### config.mk
export PLATFORM = sky130hd
export DESIGN_NAME = sa2x2_drain_flat
export DESIGN_NICKNAME = d
export VERILOG_FILES = /design/src/rtl/sa_pkg.sv /design/src/rtl/sa2x2_drain_if.sv /design/src/rtl/sa_sync_fifo.sv /design/src/rtl/sa2x2_drain.sv /design/src/flat_wrapper.sv
export SDC_FILE = /design/constraint.sdc
export NUM_CORES = 1
export LEC_CHECK = 0
export ABC_AREA = 0
export BUFFER_PORTS_ARGS = -buffer_cell sky130_fd_sc_hd__buf_2
export CAP_MARGIN = 30
export CORE_ASPECT_RATIO = 1.1
export CORE_MARGIN = 2
export CORE_UTILIZATION = 25
export CTS_CLUSTER_SIZE = 40
export DETAILED_ROUTE_END_ITERATION = 8
export PLACE_DENSITY = 0.44
export SETUP_SLACK_MARGIN = 0.5
export SYNTH_ARGS = -nofsm -noshare
export SYNTH_HDL_FRONTEND = slang
export SYNTH_SLANG_ARGS = --single-unit
### constraint.sdc
create_clock -name clk -period 4.6 [get_ports clk]
set_input_delay 0.46 -clock clk [delete_from_list [all_inputs] [get_ports clk]]
set_output_delay 0.46 -clock clk [all_outputs]
set_load 0.05 [all_outputs]
### src/rtl/sa_pkg.sv
// Shared definitions for the 2x2 weight-stationary array: geometry, skew and
// the result-vector layout used by the feeder, drain and tile controller.
package sa_pkg;
   localparam int SA_DATA_W   = 8;
   localparam int SA_DIM      = 2;
   localparam int SA_COL_SKEW = 1;  // cycles column c+1 lags column c

   typedef struct packed {
      logic                 last;
      logic [SA_DATA_W-1:0] data2;
      logic [SA_DATA_W-1:0] data1;
   } sa_vec_t;
endpackage

### src/rtl/sa2x2_drain_if.sv
// Psum-side bundle of the drain: array inputs, downstream handshake and status.
interface sa2x2_drain_if
   import sa_pkg::*;
#(
   parameter int DATA_W = SA_DATA_W
);
   logic              col_valid;
   logic [DATA_W-1:0] psum_in1;
   logic [DATA_W-1:0] psum_in2;
   logic              out_valid;
   logic              out_ready;
   logic [DATA_W-1:0] out_data1;
   logic [DATA_W-1:0] out_data2;
   logic              out_last;
   logic              almost_full;
   logic              overflow;

   modport master (
      output col_valid, psum_in1, psum_in2, out_ready,
      input  out_valid, out_data1, out_data2, out_last, almost_full, overflow
   );

   modport slave (
      input  col_valid, psum_in1, psum_in2, out_ready,
      output out_valid, out_data1, out_data2, out_last, almost_full, overflow
   );
endinterface

### src/rtl/sa_sync_fifo.sv
// Show-ahead synchronous FIFO with occupancy count; a push on full is taken
// when a pop frees the head on the same edge.
module sa_sync_fifo
   import sa_pkg::*;
#(
   parameter int WIDTH = 2*SA_DATA_W + 1,
   parameter int DEPTH = 4,
   localparam int AW   = $clog2(DEPTH)
) (
   input  logic             clk,
   input  logic             rst,
   input  logic             push_i,
   input  logic             pop_i,
   input  logic [WIDTH-1:0] wdata_i,
   output logic [WIDTH-1:0] rdata_o,
   output logic             empty_o,
   output logic             full_o,
   output logic [AW:0]      count_o
);
   logic [WIDTH-1:0] mem_q [DEPTH];
   logic [AW-1:0]    wr_q, rd_q;
   logic [AW:0]      cnt_q;
   logic             do_push, do_pop;

   assign empty_o = (cnt_q == '0);
   assign full_o  = (cnt_q == (AW+1)'(DEPTH));
   assign do_pop  = pop_i && !empty_o;
   assign do_push = push_i && (!full_o || do_pop);
   assign rdata_o = mem_q[rd_q];
   assign count_o = cnt_q;

   always_ff @(posedge clk) begin
      if (do_push) mem_q[wr_q] <= wdata_i;
   end

   always_ff @(posedge clk) begin
      if (rst) begin
         wr_q  <= '0;
         rd_q  <= '0;
         cnt_q <= '0;
      end else begin
         if (do_push) wr_q <= wr_q + AW'(1);
         if (do_pop)  rd_q <= rd_q + AW'(1);
         cnt_q <= cnt_q + (AW+1)'(do_push) - (AW+1)'(do_pop);
      end
   end
endmodule

### src/rtl/sa2x2_drain.sv
// Psum drain for the 2x2 array: de-skews column 2, tags tile boundaries and
// buffers result vectors; loss is flagged because the array cannot stall.
module sa2x2_drain
   import sa_pkg::*;
#(
   parameter int DATA_W    = SA_DATA_W,
   parameter int DEPTH     = 4,
   parameter int TILE_LEN  = 4,
   parameter int AF_MARGIN = 2
) (
   input logic         clk,
   input logic         rst,
   input logic         clear,
   sa2x2_drain_if.slave bus
);
   localparam int AW = $clog2(DEPTH);
   localparam int CW = (TILE_LEN > 1) ? $clog2(TILE_LEN) : 1;
   localparam int FW = 2*DATA_W + 1;

   logic              flush;
   logic [DATA_W-1:0] hold_q;
   logic              pend_q;
   logic [CW-1:0]     vcnt_q;
   logic              af_q, ovf_q;

   logic              empty, full, pop, push, drop, last;
   logic [AW:0]       count, cnt_d;
   logic [FW-1:0]     wdata, rdata;

   assign flush = rst || clear;
   assign last  = (vcnt_q == CW'(TILE_LEN-1));
   assign wdata = {last, bus.psum_in2, hold_q};
   assign pop   = !empty && bus.out_ready;
   assign push  = pend_q && (!full || pop);
   assign drop  = pend_q && full && !pop;
   assign cnt_d = count + (AW+1)'(push) - (AW+1)'(pop);

   sa_sync_fifo #(.WIDTH(FW), .DEPTH(DEPTH)) u_fifo (
      .clk    (clk),
      .rst    (flush),
      .push_i (push),
      .pop_i  (pop),
      .wdata_i(wdata),
      .rdata_o(rdata),
      .empty_o(empty),
      .full_o (full),
      .count_o(count)
   );

   // A clear drops the pending half-vector and realigns the tile count.
   always_ff @(posedge clk) begin
      if (flush) begin
         hold_q <= '0;
         pend_q <= 1'b0;
         vcnt_q <= '0;
         af_q   <= 1'b0;
         ovf_q  <= 1'b0;
      end else begin
         pend_q <= bus.col_valid;
         if (bus.col_valid) hold_q <= bus.psum_in1;
         if (pend_q) vcnt_q <= last ? '0 : vcnt_q + CW'(1);
         if (drop) ovf_q <= 1'b1;
         af_q <= (cnt_d >= (AW+1)'(DEPTH - AF_MARGIN));
      end
   end

   always_comb begin
      bus.out_valid = !empty;
      bus.out_data1 = '0;
      bus.out_data2 = '0;
      bus.out_last  = 1'b0;
      if (!empty) begin
         bus.out_data1 = rdata[DATA_W-1:0];
         bus.out_data2 = rdata[2*DATA_W-1:DATA_W];
         bus.out_last  = rdata[FW-1];
      end
   end

   assign bus.almost_full = af_q;
   assign bus.overflow    = ovf_q;
endmodule

### src/flat_wrapper.sv
// flat-port wrapper written by rule: the top's interface ports become plain ports
module sa2x2_drain_flat import sa_pkg::*;
#(
   parameter int DATA_W    = SA_DATA_W,
   parameter int DEPTH     = 4,
   parameter int TILE_LEN  = 4,
   parameter int AF_MARGIN = 2
)
  (clk, rst, clear, bus_col_valid, bus_psum_in1, bus_psum_in2, bus_out_ready, bus_out_valid, bus_out_data1, bus_out_data2, bus_out_last, bus_almost_full, bus_overflow);
  sa2x2_drain_if #(.DATA_W(DATA_W)) bus_i ();
  input logic clk;
  input logic rst;
  input logic clear;
  input wire logic [$bits(bus_i.col_valid)-1:0] bus_col_valid;
  input wire logic [$bits(bus_i.psum_in1)-1:0] bus_psum_in1;
  input wire logic [$bits(bus_i.psum_in2)-1:0] bus_psum_in2;
  input wire logic [$bits(bus_i.out_ready)-1:0] bus_out_ready;
  output wire logic [$bits(bus_i.out_valid)-1:0] bus_out_valid;
  output wire logic [$bits(bus_i.out_data1)-1:0] bus_out_data1;
  output wire logic [$bits(bus_i.out_data2)-1:0] bus_out_data2;
  output wire logic [$bits(bus_i.out_last)-1:0] bus_out_last;
  output wire logic [$bits(bus_i.almost_full)-1:0] bus_almost_full;
  output wire logic [$bits(bus_i.overflow)-1:0] bus_overflow;
  assign bus_i.col_valid = bus_col_valid;
  assign bus_i.psum_in1 = bus_psum_in1;
  assign bus_i.psum_in2 = bus_psum_in2;
  assign bus_i.out_ready = bus_out_ready;
  assign bus_out_valid = bus_i.out_valid;
  assign bus_out_data1 = bus_i.out_data1;
  assign bus_out_data2 = bus_i.out_data2;
  assign bus_out_last = bus_i.out_last;
  assign bus_almost_full = bus_i.almost_full;
  assign bus_overflow = bus_i.overflow;
  sa2x2_drain #(.DATA_W(DATA_W), .DEPTH(DEPTH), .TILE_LEN(TILE_LEN), .AF_MARGIN(AF_MARGIN)) u_core (.clk(clk), .rst(rst), .clear(clear), .bus(bus_i));
endmodule
==> out/summary.txt, run 1 <==
Reg-to-reg critical path startpoint: u_core.u_fifo.count_o[1]$_SDFF_PP0_
Ratio of cells with drive above 1 in the final layout: 30.8%
Sinks on Clock Net: 90
Largest net degree at the start of global routing: 23
Starting DRT DRC Count: 83
Cell Count, Final, Fillers Out: 448
CTS Buf Count: 9
Period minus WS final: 2.57 ns
Detailed placement HPWL: 4670 microns
Post-Syn Instances: 209
Clock Latency Late Sink: 0.33 ns
Vias per Instance: 4.08
R2R cell count: 9
GRT overflow: 0
Synthesized net count: 240
Average size of a mapped cell: 17.1 sq um
Setup TNS: 0 ns
Die Wd: 118 microns
Worst path slowest cell: dfxtp_1
FF-to-FF End: u_core.u_fifo.count_o[2]$_SDFF_PP0_
Fin nets: 287
CTS tree: built
Seq/Total Area, Yosys: 69.5%
Max_slew headroom: 39.6%
Fmax: 390 MHz
Initial Utilization: 25.7%
Diode count: 0
Final Max Slew Viols: 0
Fillers: 1391
Crit path DAT: 2.11 ns
Worst path depth: 3
CP max FO: 17
Die Height: 129 microns
Worst setup path endpoint: bus_out_data1[1]
Area leader, netlist: edfxtp_1
RSZ-0062 raised after global routing: no
CP delay by family, top: flip-flops
Run status: completed
Residual DRC: 0
Cell row count: 45
Share of Yosys cell area claimed by the top area cell type: 57.2%
Hold-fix buffers, CTS: 0
Synth Cell Area: 3570 sq um
Vias: 1828
CTS max path bufs: 2
Worst setup EP type: output pin
Max-cap viol count: 0
Number of antenna violations at the first check in global routing: 0
Synth top area cells: edfxtp_1, dfxtp_1, mux4_2
GRT Total Usage: 9.58%
Worst hold path class: input port to flip-flop
CP cell instances: mux4_2, nor2b_1, buf_2
CP required: 4.14 ns
Clock transition at path regs: 0.06 ns
Placed cells: 433
Core Box Area: 13900 sq um
Fin Hold WS: 0.348 ns
Number of global-route vias before repair: 1872
CP bufs+invs: 1
Synth-to-Final Area Change: 20.7%
PortBufs: 40
Root buffer cell: clkbuf_16
First-pass GRT wire length: 10700 microns
Post-CTS Setup Repair Bufs: 0
Warning count from the yosys run: 0
Avg WL per Cell: 15.1 microns
GPL Wtd Cong: 0.676
Post_cts resized: 0
Final WL: 6760 microns
Pwr dens: 390 nW/um^2
Layout Utilization: 31.0%
Worst vdd ir: 0.000196 V
FF-to-FF setup slack: 2.24 ns
Final Skew: 0.00461 ns
Hold Vio Cnt, Final: 0
Kind of critical path: flip-flop to output pin
DRT Pass-1 Iters: 4
CP max stage delay: 0.91 ns
Yosys cell types: 30
#FFs+latches synth: 90
Top-Level Pins: 41
Post-DRT Antenna Nets: 0
Pwr Total: 1.68 mW
Final setup fails: 0
P_leak: 1.56 nW
Least-Margin Pin Slew: 0.905 ns
Startpoint Class: flip-flop
Final Cycle Share: 55.8%
Htree depth: 3
Die Area: 15300 sq um
-- sequential cells by signal, indices dropped and copies added, names as in the netlist, named ones only --
register,cells
u_core.u_fifo.mem_q,68
u_core.hold_q,8
u_core.u_fifo.count_o,3
u_core.u_fifo.rd_q,2
u_core.u_fifo.wr_q,2
u_core.vcnt_q,2
u_core.bus.almost_full,1
u_core.bus.overflow,1
u_core.pend_q,1
-- final cells by class --
type                       instances  area (sq um)  share of cell area [%]
tap                              188           235                    5.46
inverter                           6          22.5                   0.522
clock buffer                       9           225                    5.22
sequential                        90          2480                    57.6
multi-input combinational        102           996                    23.1
clock inverter                     6          58.8                    1.36
timing repair buffer              47           290                    6.73
-- how the worst min path moves through the flow --
| stage | start | end | cells past startpoint |
|---|---|---|---|
| after floorplan | u_core.u_fifo.rd_q[1]$_SDFFE_PP0N_ | flip-flop | 2 |
| after global placement | u_core.bus.overflow$_SDFFE_PP0P_ | u_core.bus.overflow$_SDFFE_PP0P_ | 2 |
| after detailed placement | u_core.bus.overflow$_SDFFE_PP0P_ | u_core.bus.overflow$_SDFFE_PP0P_ | 2 |
| after CTS | bus_psum_in2[7] | u_core.u_fifo.mem_q[1][15]$_DFFE_PP_ | 1 |
| after global routing | bus_psum_in2[3] | u_core.u_fifo.mem_q[3][11]$_DFFE_PP_ | 1 |
| final | bus_psum_in2[7] | u_core.u_fifo.mem_q[1][15]$_DFFE_PP_ | 1 |
-- power breakdown --
group / switching [mW] / internal, mW / leakage [nW]
Sequential: 0.00751 / 0.879 / 0.826
Clock: 0.282 / 0.414 / 0.136
Combinational: 0.0642 / 0.0342 / 0.597
Total: 0.353 / 1.33 / 1.56
-- cells in the mapped netlist, drive strengths merged --
| library cell | n |
|---|---|
| o21ai | 4 |
| edfxtp | 68 |
| mux2i | 10 |
| and3 | 4 |
| nor4b | 1 |
| fa | 2 |
| or4b | 2 |
| or2 | 1 |
| inv | 6 |
| nor3 | 1 |
| nor3b | 1 |
| buf | 7 |
| xor2 | 1 |
| dfxtp | 22 |
| a21oi | 5 |
| nor2b | 18 |
| or3 | 1 |
| nor2 | 14 |
| nand2 | 6 |
| and2 | 2 |
| nand3 | 1 |
| mux4 | 17 |
| clkbuf | 4 |
| xnor2 | 2 |
| ha | 8 |
| nand2b | 1 |
-- logic make-up (layout without fill, tap and decap cells) --
group | count (synthesis) | after routing | synth area share (%)
adder cells (fa/ha/maj) | 10 | 10 | 3.92
multiplexers | 27 | 27 | 13.5
buffers and inverters | 17 | 68 | 2.59
AO/OA/AOI/OAI | 9 | 9 | 1.26
AND/OR/NAND/NOR | 53 | 53 | 8.44
XOR/XNOR | 3 | 3 | 0.736
flip-flops | 90 | 90 | 69.5
-- layout by cell type, fill, tap and decap left out, drive strengths merged --
| master | synthesis | layout |
|---|---|---|
| clkbuf | 4 | 9 |
| or4b | 2 | 2 |
| ha | 8 | 8 |
| and2 | 2 | 2 |
| fa | 2 | 2 |
| mux4 | 17 | 17 |
| xnor2 | 2 | 2 |
| nand2 | 6 | 6 |
| nor2b | 18 | 18 |
| nor2 | 14 | 14 |
| or2 | 1 | 1 |
| a21oi | 5 | 5 |
| nand3 | 1 | 1 |
| nor4b | 1 | 1 |
| bufinv | 0 | 1 |
| o21ai | 4 | 4 |
| nor3b | 1 | 1 |
| and3 | 4 | 4 |
| or3 | 1 | 1 |
| dfxtp | 22 | 22 |
| edfxtp | 68 | 68 |
| mux2i | 10 | 10 |
| xor2 | 1 | 1 |
| nand2b | 1 | 1 |
| buf | 7 | 47 |
| inv | 6 | 6 |
| clkinv | 0 | 4 |
| nor3 | 1 | 1 |
| clkinvlp | 0 | 1 |
-- stage by stage --
stage | worst slack, ns | instance area, sq um
2_1_floorplan | 2.31 | 3570
3_3_place_gp | 1.97 | 3950
3_5_place_dp | 2.03 | 4030
4_1_cts | 1.96 | 4310
5_1_grt | 1.91 | 4310
6_report | 2.03 | 4310
-- per-layer routing --
| layer | up-vias | wire (microns) | global-route usage [%] |
|---|---|---|---|
| li1 | 873 | - | - |
| met1 | 909 | 3060 | 11.8 |
| met2 | 38 | 3330 | 15.9 |
| met3 | 8 | 266 | 3.04 |
| met4 | 0 | 102 | 3.61 |
| met5 | - | 0 | 0 |
Note: power is estimated with default switching activity, not from simulation.
==> run 2: changes to the inputs <==
--- a/config.mk
+++ b/config.mk
@@ -5,7 +5,7 @@
 export SDC_FILE = /design/constraint.sdc
 export NUM_CORES = 1
 export LEC_CHECK = 0
-export ABC_AREA = 0
+export ABC_AREA = 1
 export BUFFER_PORTS_ARGS = -buffer_cell sky130_fd_sc_hd__buf_2
 export CAP_MARGIN = 30
 export CORE_ASPECT_RATIO = 1.1
@@ -13,7 +13,7 @@
 export CORE_UTILIZATION = 25
 export CTS_CLUSTER_SIZE = 40
 export DETAILED_ROUTE_END_ITERATION = 8
-export PLACE_DENSITY = 0.44
+export PLACE_DENSITY = 0.45
 export SETUP_SLACK_MARGIN = 0.5
 export SYNTH_ARGS = -nofsm -noshare
 export SYNTH_HDL_FRONTEND = slang
==> constraint.sdc (replaced) <==
create_clock -name clk -period 2.3 [get_ports clk]
set_input_delay 0.23 -clock clk [delete_from_list [all_inputs] [get_ports clk]]
set_output_delay 0.23 -clock clk [all_outputs]
set_load 0.05 [all_outputs]
==> run 2 against run 1 <==
Setup slack worse by 1.7 ns; clock power up 120%; worst hold slack worse by 0.23 ns; wire length up 21%; clock skew up 0.0034 ns; critical path type is now flip-flop to flip-flop.
==> out/summary.txt, run 2 <==
Most common cell in the netlist: nor2_1
Worst path slowest cell: fa_2
CP max stage delay: 0.54 ns (-0.37 ns)
Synth async-reset ratio: 0% (unchanged)
First-pass GRT wire length: 12400 microns (+16%)
Fmax: 518 MHz
CP max FO: 3 (-14)
Hold-fix buffers, CTS: 0 (unchanged)
Run status: completed
Fin nets: 424 (+48%)
R2R cell count: 9 (unchanged)
GRT Total Usage: 10.2% (+0.60 points)
Worst Min Path Start: bus_psum_in2[0]
Hold Vio Cnt, Final: 0 (unchanged)
#FFs+latches synth: 90 (unchanged)
Fillers: 1497 (+7.6%)
Largest Register: u_core.u_fifo.mem_q
Htree depth: 3 (unchanged)
FF-to-FF setup slack: 0.37 ns (-1.87 ns)
Sinks on Clock Net: 90 (unchanged)
WHS Endpoint: u_core.u_fifo.mem_q[1][8]$_DFFE_PP_
Post-DRT Antenna Nets: 0 (unchanged)
Vias per Instance: 4.18 (+2.5%)
Root buffer cell: clkbuf_16
Worst setup EP type: flip-flop
Diode count: 0 (unchanged)
Startpoint Class: flip-flop
Post-Syn Instances: 336 (+61%)
DRT Pass-1 Iters: 6 (+2)
Setup TNS: 0 ns (unchanged)
RSZ-0062 raised after global routing: yes
Synthesized net count: 367 (+53%)
CTS Buf Count: 9 (unchanged)
Area leader, netlist: edfxtp_1
CP cell instances: nor2_4, nand3_4, nand2_4, ha_4, inv_2, ha_4, inv_2, fa_2, nor2_1
Final Skew: 0.00800 ns (+0.00339 ns)
GPL Wtd Cong: 0.728 (+7.8%)
CP required: 2.49 ns (-1.65 ns)
GRT overflow: 0 (unchanged)
Pwr dens: 729 nW/um^2 (+87%)
Post-place setup slack: 0.303 ns (-1.72 ns)
FF-to-FF End: u_core.u_fifo.count_o[1]$_SDFF_PP0_
Register area: 2490 sq um (+0.50%)
CTS max path bufs: 2 (unchanged)
Max-cap viol count: 0 (unchanged)
Synth Cell Area: 3730 sq um (+4.5%)
Ys flop type: edfxtp_1
Final Max Slew Viols: 0 (unchanged)
Synth top area cells: edfxtp_1, dfxtp_1, nor2_1
Worst Hold Depth: 1 (unchanged)
Vias: 2467 (+35%)
Crit path DAT: 2.12 ns (about the same)
Period minus WS final: 1.93 ns
Starting DRT DRC Count: 78 (-6.0%)
Kind of critical path: flip-flop to flip-flop
P_leak: 1.77 nW (+14%)
Commonest non-fill, non-tap cell in the layout: nor2_1
Die Wd: 121 microns (+2.2%)
Synth-to-Final Area Change: 30.4%
Most frequent cells in the layout: nor2_1, edfxtp_1, nand2_1, o21ai_1, buf_2
Avg WL per Cell: 13.9 microns (-8.0%)
Number of global-route vias before repair: 2370 (+27%)
Residual DRC: 0 (unchanged)
Die Area: 15900 sq um (+4.4%)
Largest net degree at the start of global routing: 35 (+52%)
Worst vdd ir: 0.000417 V (+110%)
Initial Utilization: 25.7% (+0.056 points)
Top-Level Pins: 41 (unchanged)
Max reg flops: 68 (unchanged)
CTS tree: built
Share of Yosys cell area claimed by the top area cell type: 54.7% (-2.5 points)
Synth cell count leaders: nor2_1, edfxtp_1, nand2_1
Final WL: 8200 microns (+21%)
Worst hold path class: input port to flip-flop
Final Cycle Share: 83.9%
PortBufs: 40 (unchanged)
Core Box Area: 14500 sq um (+4.3%)
Yosys cell types: 23 (-23%)
Clock Latency Late Sink: 0.33 ns (about the same)
Cell row count: 46 (+2.2%)
Setup WS post-layout: 0.369 ns (-1.67 ns)
Die Height: 132 microns (+2.2%)
Least-Margin Pin Slew: 0.512 ns (-0.393 ns)
Seq/Total Area, Yosys: 66.5% (-3.0 points)
Area of the multi-input gates: 1210 sq um (+21%)
Clock transition at path regs: 0.07 ns (about the same)
Ratio of cells with drive above 1 in the final layout: 31.4% (+0.64 points)
Detailed placement HPWL: 4820 microns (+3.3%)
Average size of a mapped cell: 11.1 sq um (-35%)
Final setup fails: 0 (unchanged)
Number of antenna violations at the first check in global routing: 0 (unchanged)
Warning count from the yosys run: 0 (unchanged)
Post-synth EDFFs: 68 (unchanged)
Reg-to-reg critical path startpoint: u_core.u_fifo.count_o[0]$_SDFF_PP0_
Max_slew headroom: 65.8% (+26 points)
## run 2: final cells by class
cell class	count	area share, %
Sequential cell	90	51.2
Multi-Input combinational cell	206	24.8
Timing Repair Buffer	59	9.87
Clock buffer	13	5.58
Tap cell	192	4.93
Inverter	26	2.42
Clock inverter	3	0.951
Timing Repair inverter	1	0.231
## run 2: cells by family after synthesis
group / Yosys count / share of synthesized area (%)
adders and majority gates: 10 / 3.75
DFF: 90 / 66.5
AOI/OAI and AO/OA: 65 / 9.72
and+or+nand+nor: 131 / 14.2
buffers and inverters: 40 / 5.77
## run 2: what timing repair did
item / CTS / global route
setup buffers: 4 / 6
gates cloned: 0 / 2
setup endpoints to repair: 20 / 19
gates resized for setup: 39 / 47
hold endpoints to repair: 0 / 0
pin swaps: 11 / 21
## run 2: report_power, final
group	switching [mW]	leakage [nW]	internal, mW
Sequential	0.0162	0.835	1.76
Combinational	0.160	0.785	0.0858
Clock	0.588	0.152	0.943
## run 2: per-layer routing
layer	vias up	part of all wire (%)	GRT usage [%]
li1	1246	-	-
met4	0	0.95	3.88
met1	1181	48	13.9
met5	-	0	0
met3	6	2.6	2.08
met2	34	48	15.9
## run 2: worst max path at each step
| stage | depth (start not counted) | from | end | slack, ns |
|---|---|---|---|---|
| 3_3_place_gp | 10 | u_core.u_fifo.count_o[1]$_SDFF_PP0_ | u_core.bus.almost_full$_SDFF_PP0_ | 0.34 |
| 6_report | 9 | u_core.u_fifo.count_o[0]$_SDFF_PP0_ | u_core.u_fifo.count_o[1]$_SDFF_PP0_ | 0.37 |
| 3_5_place_dp | 10 | u_core.u_fifo.count_o[1]$_SDFF_PP0_ | u_core.bus.almost_full$_SDFF_PP0_ | 0.30 |
| 5_1_grt | 9 | u_core.u_fifo.count_o[0]$_SDFF_PP0_ | u_core.u_fifo.count_o[1]$_SDFF_PP0_ | 0.33 |
| 2_1_floorplan | 11 | u_core.u_fifo.count_o[1]$_SDFF_PP0_ | u_core.bus.almost_full$_SDFF_PP0_ | 0.43 |
| 4_1_cts | 11 | u_core.u_fifo.count_o[1]$_SDFF_PP0_ | u_core.bus.almost_full$_SDFF_PP0_ | 0.41 |
## run 2: through the flow
step / hold WS, ns / instance area (sq um) / cells / util [%] / total power [mW]
after floorplan: 0.329 / 3750 / 336 / - / 1.95
after global placement: 0.437 / 4140 / 562 / 28.6 / 2.01
after detailed placement: 0.445 / 4140 / 562 / 28.6 / 2.02
after CTS: 0.113 / 4630 / 582 / 31.9 / 3.57
after global routing: 0.114 / 4870 / 590 / 33.6 / 3.68
final: 0.114 / 4870 / 590 / 33.6 / 3.55
## run 2: critical path: cells and delay by family, from the launching register on
kind | cells | cell delay (ns)
flip-flops | 1 | 0.36
AND/OR/NAND/NOR | 4 | 0.49
buffers and inverters | 2 | 0.09
adder cells (fa/ha/maj) | 3 | 0.86
==> run 3: changes to the inputs <==
--- a/config.mk
+++ b/config.mk
@@ -5,7 +5,7 @@
 export SDC_FILE = /design/constraint.sdc
 export NUM_CORES = 1
 export LEC_CHECK = 0
-export ABC_AREA = 1
+export ABC_AREA = 0
 export BUFFER_PORTS_ARGS = -buffer_cell sky130_fd_sc_hd__buf_2
 export CAP_MARGIN = 30
 export CORE_ASPECT_RATIO = 1.1
==> constraint.sdc (replaced) <==
create_clock -name clk -period 1.7 [get_ports clk]
set_input_delay 0.17 -clock clk [delete_from_list [all_inputs] [get_ports clk]]
set_output_delay 0.17 -clock clk [all_outputs]
set_load 0.05 [all_outputs]
==> run 3 against run 2 <==
The flow now finishes with violations (negative setup slack); first-iteration DRC count increased by 110%; setup slack got worse by 0.70 ns; critical path depth decreased by 1; power increased by 39%; combinational power increased by 85%; utilization increased by 3.2 points; sequential cell count unchanged; sequential share of layout area decreased by 2.5 points; sequential power increased by 35%; critical path type unchanged; largest power group unchanged.
==> out/summary.txt, run 3 (synthesis results as in run 1) <==
Worst path slowest cell: or4b_4
Residual DRC: 0 (unchanged)
CP cell instances: or4b_4, nand2_4, ha_4, inv_2, ha_4, inv_2, fa_2, nor2_1
Failing checks: negative setup slack
Max_slew headroom: 64.0% (-1.8 points)
RSZ-0062 raised after global routing: yes
FF-to-FF setup slack: -0.33 ns (-0.70 ns)
Kind of critical path: flip-flop to flip-flop
Setup TNS: -17.99 ns (-17.99 ns)
Htree depth: 3 (unchanged)
Root buffer cell: clkbuf_16
Number of antenna violations at the first check in global routing: 0 (unchanged)
Post-route cell area: 5110 sq um (+5.0%)
Starting DRT DRC Count: 165 (+110%)
Fillers: 1327 (-11%)
Layout Utilization: 36.7% (+3.2 points)
Core Box Area: 13900 sq um (-4.1%)
Most frequent cells in the layout: edfxtp_1, buf_2, buf_6, dfxtp_1
Final Max Slew Viols: 0 (unchanged)
Avg WL per Cell: 15.9 microns (+14%)
Worst vdd ir: 0.000454 V (+9.0%)
GRT overflow: 0 (unchanged)
GRT Total Usage: 10.7% (+0.56 points)
Pwr Total: 4.94 mW (+39%)
Diode count: 0 (unchanged)
Register area: 2490 sq um (-0.20%)
Worst hold path class: input port to flip-flop
Period minus WS final: 2.03 ns (+0.103 ns)
Fin nets: 312 (-26%)
Post-place setup slack: -0.428 ns (-0.731 ns)
Commonest non-fill, non-tap cell in the layout: edfxtp_1
CTS tree: built
Reg power frac: 48.5% (-1.4 points)
Largest net degree at the start of global routing: 17 (-51%)
CTS max path bufs: 2 (unchanged)
Vias per Instance: 4.16 (-0.40%)
Final Cycle Share: 120% (+36 points)
Die Area: 15300 sq um (-4.2%)
Area of the multi-input gates: 1220 sq um (+1.3%)
Sinks on Clock Net: 90 (unchanged)
Die Height: 129 microns (-2.1%)
Largest Register: u_core.u_fifo.mem_q
Setup WS post-layout: -0.333 ns (-0.703 ns)
Cell Count, Final, Fillers Out: 474 (-20%)
Cell row count: 45 (-2.2%)
Startpoint Class: flip-flop
Fmax: 492 MHz (-5.0%)
Clock transition at path regs: 0.07 ns (about the same)
Ratio of cells with drive above 1 in the final layout: 50.0% (+19 points)
P_leak: 1.87 nW (+5.3%)
Max-cap viol count: 0 (unchanged)
Gate power share: 9.2% (+2.3 points)
Top-Level Pins: 41 (unchanged)
CP max FO: 3 (unchanged)
First-pass GRT wire length: 12000 microns (-2.8%)
P_int: 3.83 mW (+38%)
Die Wd: 118 microns (-2.1%)
Max reg flops: 68 (unchanged)
Switch share: 22.3% (+0.82 points)
Clock Latency Late Sink: 0.34 ns (about the same)
Crit path DAT: 2.26 ns (+0.14 ns)
CP max stage delay: 0.56 ns (+0.02 ns)
Hold-fix buffers, CTS: 0 (unchanged)
Number of global-route vias before repair: 2138 (-9.8%)
Pwr dens: 966 nW/um^2 (+33%)
Detailed placement HPWL: 4550 microns (-5.7%)
DRT Pass-1 Iters: 3 (-3)
Switching power: 1.10 mW (+44%)
Initial Utilization: 25.7% (-0.056 points)
Fin Hold WS: 0.0463 ns (-0.0679 ns)
CTS Buf Count: 9 (unchanged)
Placed cells: 448 (-20%)
Least-Margin Pin Slew: 0.533 ns (+0.0206 ns)
CP required: 1.92 ns (-0.57 ns)
Run status: finished, violations left
Final WL: 7520 microns (-8.3%)
Hold Vio Cnt, Final: 0 (unchanged)
Synth-to-Final Area Change: 43.1%
Final setup fails: 89 (+89)
Final Skew: 0.00442 ns (-0.00358 ns)
DP Area: 4340 sq um (+4.6%)
Post-DRT Antenna Nets: 0 (unchanged)
PortBufs: 40 (unchanged)
Vias: 1974 (-20%)
Worst setup EP type: flip-flop
Clock power frac: 42.3% (-0.8 points)
GPL Wtd Cong: 0.697 (-4.3%)
[run 3: cell types whose count changed in the layout (fill, tap and decap cells not counted), moves of 11 or more]
cell,change
nand2_1,-28
a21oi_2,-11
a21oi_1,-15
nor2_1,-58
nor2b_4,+17
o21ai_1,-28
inv_1,-13
mux4_2,+17
[run 3: critical path, delay by kind of cell, from the launching register on]
| family | cells | cell delay [ns] |
|---|---|---|
| AND/OR/NAND/NOR | 3 | 0.69 |
| buffers and inverters | 2 | 0.08 |
| flip-flops | 1 | 0.34 |
| adder cells (fa/ha/maj) | 3 | 0.81 |
[run 3: metal layers]
layer | vias to the layer above | wire, microns | share of wire (%) | global-route usage [%]
li1 | 926 | - | - | -
met1 | 1001 | 3370 | 45 | 13.8
met2 | 38 | 3770 | 50 | 17.6
met3 | 9 | 295 | 3.9 | 3.57
met4 | 0 | 81 | 1.1 | 2.98
met5 | - | 0 | 0 | 0
[run 3: path summary, 6_finish.rpt]
| check | to | cells after the start | startpoint |
|---|---|---|---|
| hold reg to reg | u_core.bus.overflow$_SDFFE_PP0P_ | 2 | u_core.bus.overflow$_SDFFE_PP0P_ |
| hold / removal | u_core.u_fifo.mem_q[0][14]$_DFFE_PP_ | 1 | bus_psum_in2[6] |
| setup / recovery | u_core.u_fifo.count_o[1]$_SDFF_PP0_ | 8 | u_core.u_fifo.count_o[1]$_SDFF_PP0_ |
| setup reg to reg | u_core.u_fifo.count_o[1]$_SDFF_PP0_ | 8 | u_core.u_fifo.count_o[1]$_SDFF_PP0_ |
[run 3: what timing repair did]
action | CTS | global route
hold endpoints to repair | 0 | 0
resized for setup | 60 | 9
pin swaps | 4 | 2
endpoints found under the setup margin | 97 | 97
cloned | 6 | 0
setup buffers | 2 | 2
[run 3: area by class of cell]
| class | count | area share (%) |
|---|---|---|
| flip-flops and latches | 90 | 48.7 |
| multi-input cells | 102 | 23.9 |
| repair buffers | 72 | 16.0 |
| clock buffers | 11 | 4.95 |
| well taps | 188 | 4.60 |
| clock inverters | 5 | 1.32 |
| inverters | 6 | 0.441 |
[run 3: power groups by stage]
| stage | sequential [mW] | clock, mW | combinational (mW) |
|---|---|---|---|
| 4_1_cts | 2.39 | 2.14 | 0.449 |
| 5_1_grt | 2.39 | 2.26 | 0.484 |
| 2_1_floorplan | 2.44 | 0 | 0.225 |
| 6_report | 2.39 | 2.09 | 0.454 |
| 3_3_place_gp | 2.44 | 0 | 0.340 |
| 3_5_place_dp | 2.44 | 0 | 0.341 |
